$ cat src/rtl/data_mem_pkg.sv
// Package: data_mem_pkg
// Shared constants for the float-add data memory.
//   DEF_DW / DEF_AW : default data and address widths (8 / 8 -> 256 x 8).
//   OPA_*, OPB_*, RES_* : fixed byte addresses of the half-precision operands
//                         and result used by the datapath controller.
//   SIGN_BIT, EXP_MSB, EXP_LSB, MANT_HI_MSB : field positions inside the
//                         high byte of a half-precision word.
// The memory itself gives these addresses no special meaning.
package data_mem_pkg;

  localparam int DEF_DW = 8;
  localparam int DEF_AW = 8;

  // Half-precision word map: low byte at the even address, high byte next.
  localparam logic [7:0] OPA_LO = 8'd8;
  localparam logic [7:0] OPA_HI = 8'd9;
  localparam logic [7:0] OPB_LO = 8'd10;
  localparam logic [7:0] OPB_HI = 8'd11;
  localparam logic [7:0] RES_LO = 8'd12;
  localparam logic [7:0] RES_HI = 8'd13;

  // High-byte layout: sign [7], exponent [6:2], mantissa[9:8] at [1:0].
  localparam int SIGN_BIT    = 7;
  localparam int EXP_MSB     = 6;
  localparam int EXP_LSB     = 2;
  localparam int MANT_HI_MSB = 1;

  // Exponent field of a half-precision high byte.
  function automatic logic [EXP_MSB-EXP_LSB:0] hp_exp(input logic [7:0] hi_byte);
    return hi_byte[EXP_MSB:EXP_LSB];
  endfunction

  // Sign bit of a half-precision high byte.
  function automatic logic hp_sign(input logic [7:0] hi_byte);
    return hi_byte[SIGN_BIT];
  endfunction

endpackage

$ cat src/rtl/data_mem_256x8.sv
// Module: data_mem_256x8
// Byte-addressed 2**AW x DW data memory (256 x 8 by default) with one
// synchronous write port and one read port sharing a single address.
//
// Ports:
//   clk     in  1   : clock; writes happen on its rising edge
//   reset   in  1   : asynchronous, active-low; clears the array and the
//                     optional read register
//   wr_en   in  1   : write enable
//   addr    in  AW  : shared read/write address (full range, no aliasing)
//   dat_in  in  DW  : write data
//   dat_out out DW  : read data at addr
//
// Build option DATA_MEM_RDREG_EN:
//   undefined : dat_out is a combinational read of mem_core[addr].
//   defined   : dat_out is a register loaded every edge with a write-first
//               read of addr (dat_in when wr_en is high), cleared on reset.
//
// mem_core is a plain variable driven from a plain always block so that a
// bench or controller may legally poke it through the hierarchy.
module data_mem_256x8
  import data_mem_pkg::*;
#(
  parameter int DW = DEF_DW,
  parameter int AW = DEF_AW
) (
  input  logic          clk,
  input  logic          reset,
  input  logic          wr_en,
  input  logic [AW-1:0] addr,
  input  logic [DW-1:0] dat_in,
  output logic [DW-1:0] dat_out
);

  localparam int DEPTH = 2 ** AW;

  logic [DW-1:0] mem_core [DEPTH];

  // Storage: reset clears every entry at once and blocks writes while low.
  always @(posedge clk or negedge reset) begin
    if (!reset) begin
      for (int i = 0; i < DEPTH; i++) begin
        mem_core[i] <= '0;
      end
    end else if (wr_en) begin
      mem_core[addr] <= dat_in;
    end
  end

`ifdef DATA_MEM_RDREG_EN
  logic [DW-1:0] rd_d;
  logic [DW-1:0] rd_q;

  // Write-first: a same-address write shows its new data after one edge.
  always_comb begin
    rd_d = mem_core[addr];
    if (wr_en) begin
      rd_d = dat_in;
    end
  end

  always_ff @(posedge clk or negedge reset) begin
    if (!reset) begin
      rd_q <= '0;
    end else begin
      rd_q <= rd_d;
    end
  end

  assign dat_out = rd_q;
`else
  // The cleared array already yields 0 while reset is held low.
  assign dat_out = mem_core[addr];
`endif

endmodule

$ cat config.mk
export PLATFORM = sky130hd
export DESIGN_NAME = data_mem_256x8
export DESIGN_NICKNAME = d
export VERILOG_FILES = /design/src/rtl/data_mem_pkg.sv /design/src/rtl/data_mem_256x8.sv
export SDC_FILE = /design/constraint.sdc
export NUM_CORES = 2
export LEC_CHECK = 0
export BUFFER_PORTS_ARGS = -buffer_cell sky130_fd_sc_hd__buf_4
export CAP_MARGIN = 0
export CORE_ASPECT_RATIO = 0.5
export CORE_MARGIN = 2
export CORE_UTILIZATION = 48
export DETAILED_ROUTE_END_ITERATION = 7
export PLACE_DENSITY_LB_ADDON = 0.05
export SETUP_SLACK_MARGIN = 0.02
export SLEW_MARGIN = 20
export SYNTH_ARGS = -nofsm -noshare
export SYNTH_HDL_FRONTEND = slang
export SYNTH_SLANG_ARGS = --single-unit
$ cat constraint.sdc
create_clock -name clk -period 3.6 [get_ports clk]
set_input_delay 0.36 -clock clk [delete_from_list [all_inputs] [get_ports clk]]
set_output_delay 0.36 -clock clk [all_outputs]
set_load 0.05 [all_outputs]
==> qor.yml <==
rows: 113
required_ns: 3.24
grt_pass1_vias: 57500
antenna_found_initial: 7
viasPerCell: 6.17
path_clk_slew_ns: 0.06
cts_buffers: 192
avgSynthCellArea_um2: 15.9
cap_viol_max_count: 0
ys_ff_latch: 2048
largest_reg_flops: 2048
hpwl_mm: 166
tightestPinTransition_ns: 1.14
firstDrtPassIters: 5
leakage_nw: 49.9
fillers: 15200
cp.arrival_ns: 3.74
fp.dieW_um: 626
drt-total-wl_mm: 259
synth_cells: 5832
min_period_over_period: 1.14
path_max_fanout: 21
register_area_mm2: 0.0512
max_slew_margin: 0.240
hold_violations: 0
vias: 53400
clk_path_buf_depth: 4
grt_overflow: 0
gp_congestion: 0.836
critPathLaunchType: "input pin"
area_delta_synth_final_pct: 13.5
layout_setup_ws_ns: -0.498
ys_warn_count: 0
crit_path_end_kind: "output pin"
fin_util: 0.552
clk-insertion-delay-late_ns: 0.82
syn_nets: 5851
slew_viol_final: 0
clock-sinks: 2048
fin_skew_ns: 0
drtIter0Drc: 4316
port_buffers: 26
largest_register: "mem_core"
drc: 0
synthesis.area_mm2: 0.0927
power_density_mw_per_mm2: 474
hold_path.class: "in2async"
num-nets-final: 5999
min_period_ns: 4.10
grt_pass1_wl_mm: 394
post_drt_wl_per_cell_um: 29.9
violations: "setup timing"
busiest_layer: "met2"
ios: 27
fp.dieArea_mm2: 0.197
met3_usage: 0.0420
max_freq_ghz: 0.244
grt_use_met1: 0.399
grt_use_total: 0.268
crit_type: "in2out"
htreeDepth: 4
initial_core_util: 0.486
cts_root_buf: "clkbuf_16"
pre_cts_slack_ns: -0.862
fp.dieH_um: 315
ys_seq_area_frac: 0.553
setup_viol: 8
status: "complete, but fails checks"
irDropWorstVdd_mv: 0.394
grt_max_degree: 147
multi_input_area_mm2: 0.0400
grt_use_met2: 0.413
ys_types: 29
cts_tree: "done"
drive_gt1_frac: 0.443
core_mm2: 0.191
grt_setup_unrepaired: "true"
largestRegisters: "mem_core: 2048 flops"
antenna_left: 0
[per-stage QoR]
stage | TNS, ns | total power [W] | cells | hold WS, ns | area, um2
2_1_floorplan | 0 | 0.0273 | 5832 | 0.0644 | 92700
3_3_place_gp | -5.40 | 0.0290 | 8314 | 0.336 | 98400
3_5_place_dp | -4.53 | 0.0292 | 8315 | 0.331 | 98400
4_1_cts | -2.46 | 0.0504 | 8656 | 0.112 | 105000
5_1_grt | -2.53 | 0.0518 | 8658 | 0.124 | 105000
6_report | -1.91 | 0.0499 | 8662 | 0.131 | 105000
[path summary, 6_finish.rpt]
path                                             from                          to  slack [ns]  cells after the start
max in group asynchronous                       reset   mem_core[271]$_DFFE_PN0P_        2.08                      4
hold / removal                                  reset  mem_core[1246]$_DFFE_PN0P_        0.13                      2
min in group clk                            dat_in[3]  mem_core[1755]$_DFFE_PN0P_        0.14                      2
hold reg to reg            mem_core[1323]$_DFFE_PN0P_  mem_core[1323]$_DFFE_PN0P_        0.48                      1
setup reg to reg           mem_core[1120]$_DFFE_PN0P_  mem_core[1120]$_DFFE_PN0P_        2.74                      2
setup / recovery                              addr[0]                  dat_out[0]       -0.50                     11
[worst max-delay path, stage by stage]
cell and delay, ns:
buf_12 0.25, buf_16 0.26, buf_12 0.20, mux4_2 0.52, a22oi_2 0.28, a21oi_2 0.16
o41ai_4 0.79, buf_4 0.22, nand4_1 0.23, buf_4 0.24, buf_6 0.14
[cell type report]
cell class | count | share of cell area
multi-input combinational | 3324 | 0.380
sequential | 2048 | 0.487
clock buffer | 285 | 0.0543
antenna | 5 | 0.000119
timing repair buffer | 414 | 0.0421
clock inverter | 56 | 0.00672
tap | 2530 | 0.0301
[power breakdown]
group          total, W  switching (W)  internal (W)  leakage [nW]
sequential       0.0246       0.000541        0.0241          28.2
combinational   0.00411        0.00229       0.00182          18.5
clock            0.0212        0.00905        0.0121          3.17
[cell families (layout without fill, tap and decap cells)]
group,after synthesis,count (layout),share of synthesized area
other,0,5,0
AND/OR/NAND/NOR,348,348,0.0218
flip-flops,2048,2048,0.553
AO/OA/AOI/OAI,416,416,0.0307
buffers and inverters,460,755,0.0216
multiplexers,2560,2560,0.373
[layer usage]
layer / vias to the layer above / routed length (um)
met5: - / 11
met2: 1276 / 118000
met1: 29600 / 120000
met3: 359 / 13800
met4: 2 / 6720
li1: 22200 / -
[cell usage after synthesis (all sizes together)]
master,count,area share
dfrtp,2048,0.55
or2,2,0.00014
nand4b,1,0.000094
and4bb,1,0.00013
and2,2,0.00013
a21oi,128,0.0069
o41ai,32,0.0030
and3b,1,0.000094
buf,116,0.0077
nand4,8,0.00054
or3b,1,0.000094
nand2b,6,0.00040
mux2,2048,0.25
and3,1,0.000068
nand3,9,0.00049
clkbuf,344,0.014
nand2,97,0.0039
a22oi,256,0.021
nor2,209,0.015
nor2b,8,0.00054
mux4,512,0.12
nor3,2,0.00011
[cells in the final DEF (no fill, tap or decap), types with 31 or more instances in the layout]
cell type / netlist / final
buf_12: 0 / 96
nand2_1: 97 / 84
clkinv_2: 0 / 31
buf_4: 10 / 303
nor2_2: 133 / 129
clkbuf_16: 0 / 195
mux2_1: 815 / 815
clkbuf_1: 344 / 40
a22oi_1: 256 / 233
mux2_2: 1233 / 1233
nor2_4: 37 / 42
dfrtp_1: 2048 / 2048
mux4_2: 512 / 512
clkbuf_8: 0 / 50
a21oi_1: 128 / 108
nor2_1: 39 / 38
[what timing repair did]
item                       4_1_cts  5_1_grt
setup buffers                    0        1
pin swaps                       12       11
hold buffers                     1        0
gates resized for setup         48       23
hold endpoints to repair       386        0
setup endpoints to repair        8        8
(Power assumes the default switching activity.)
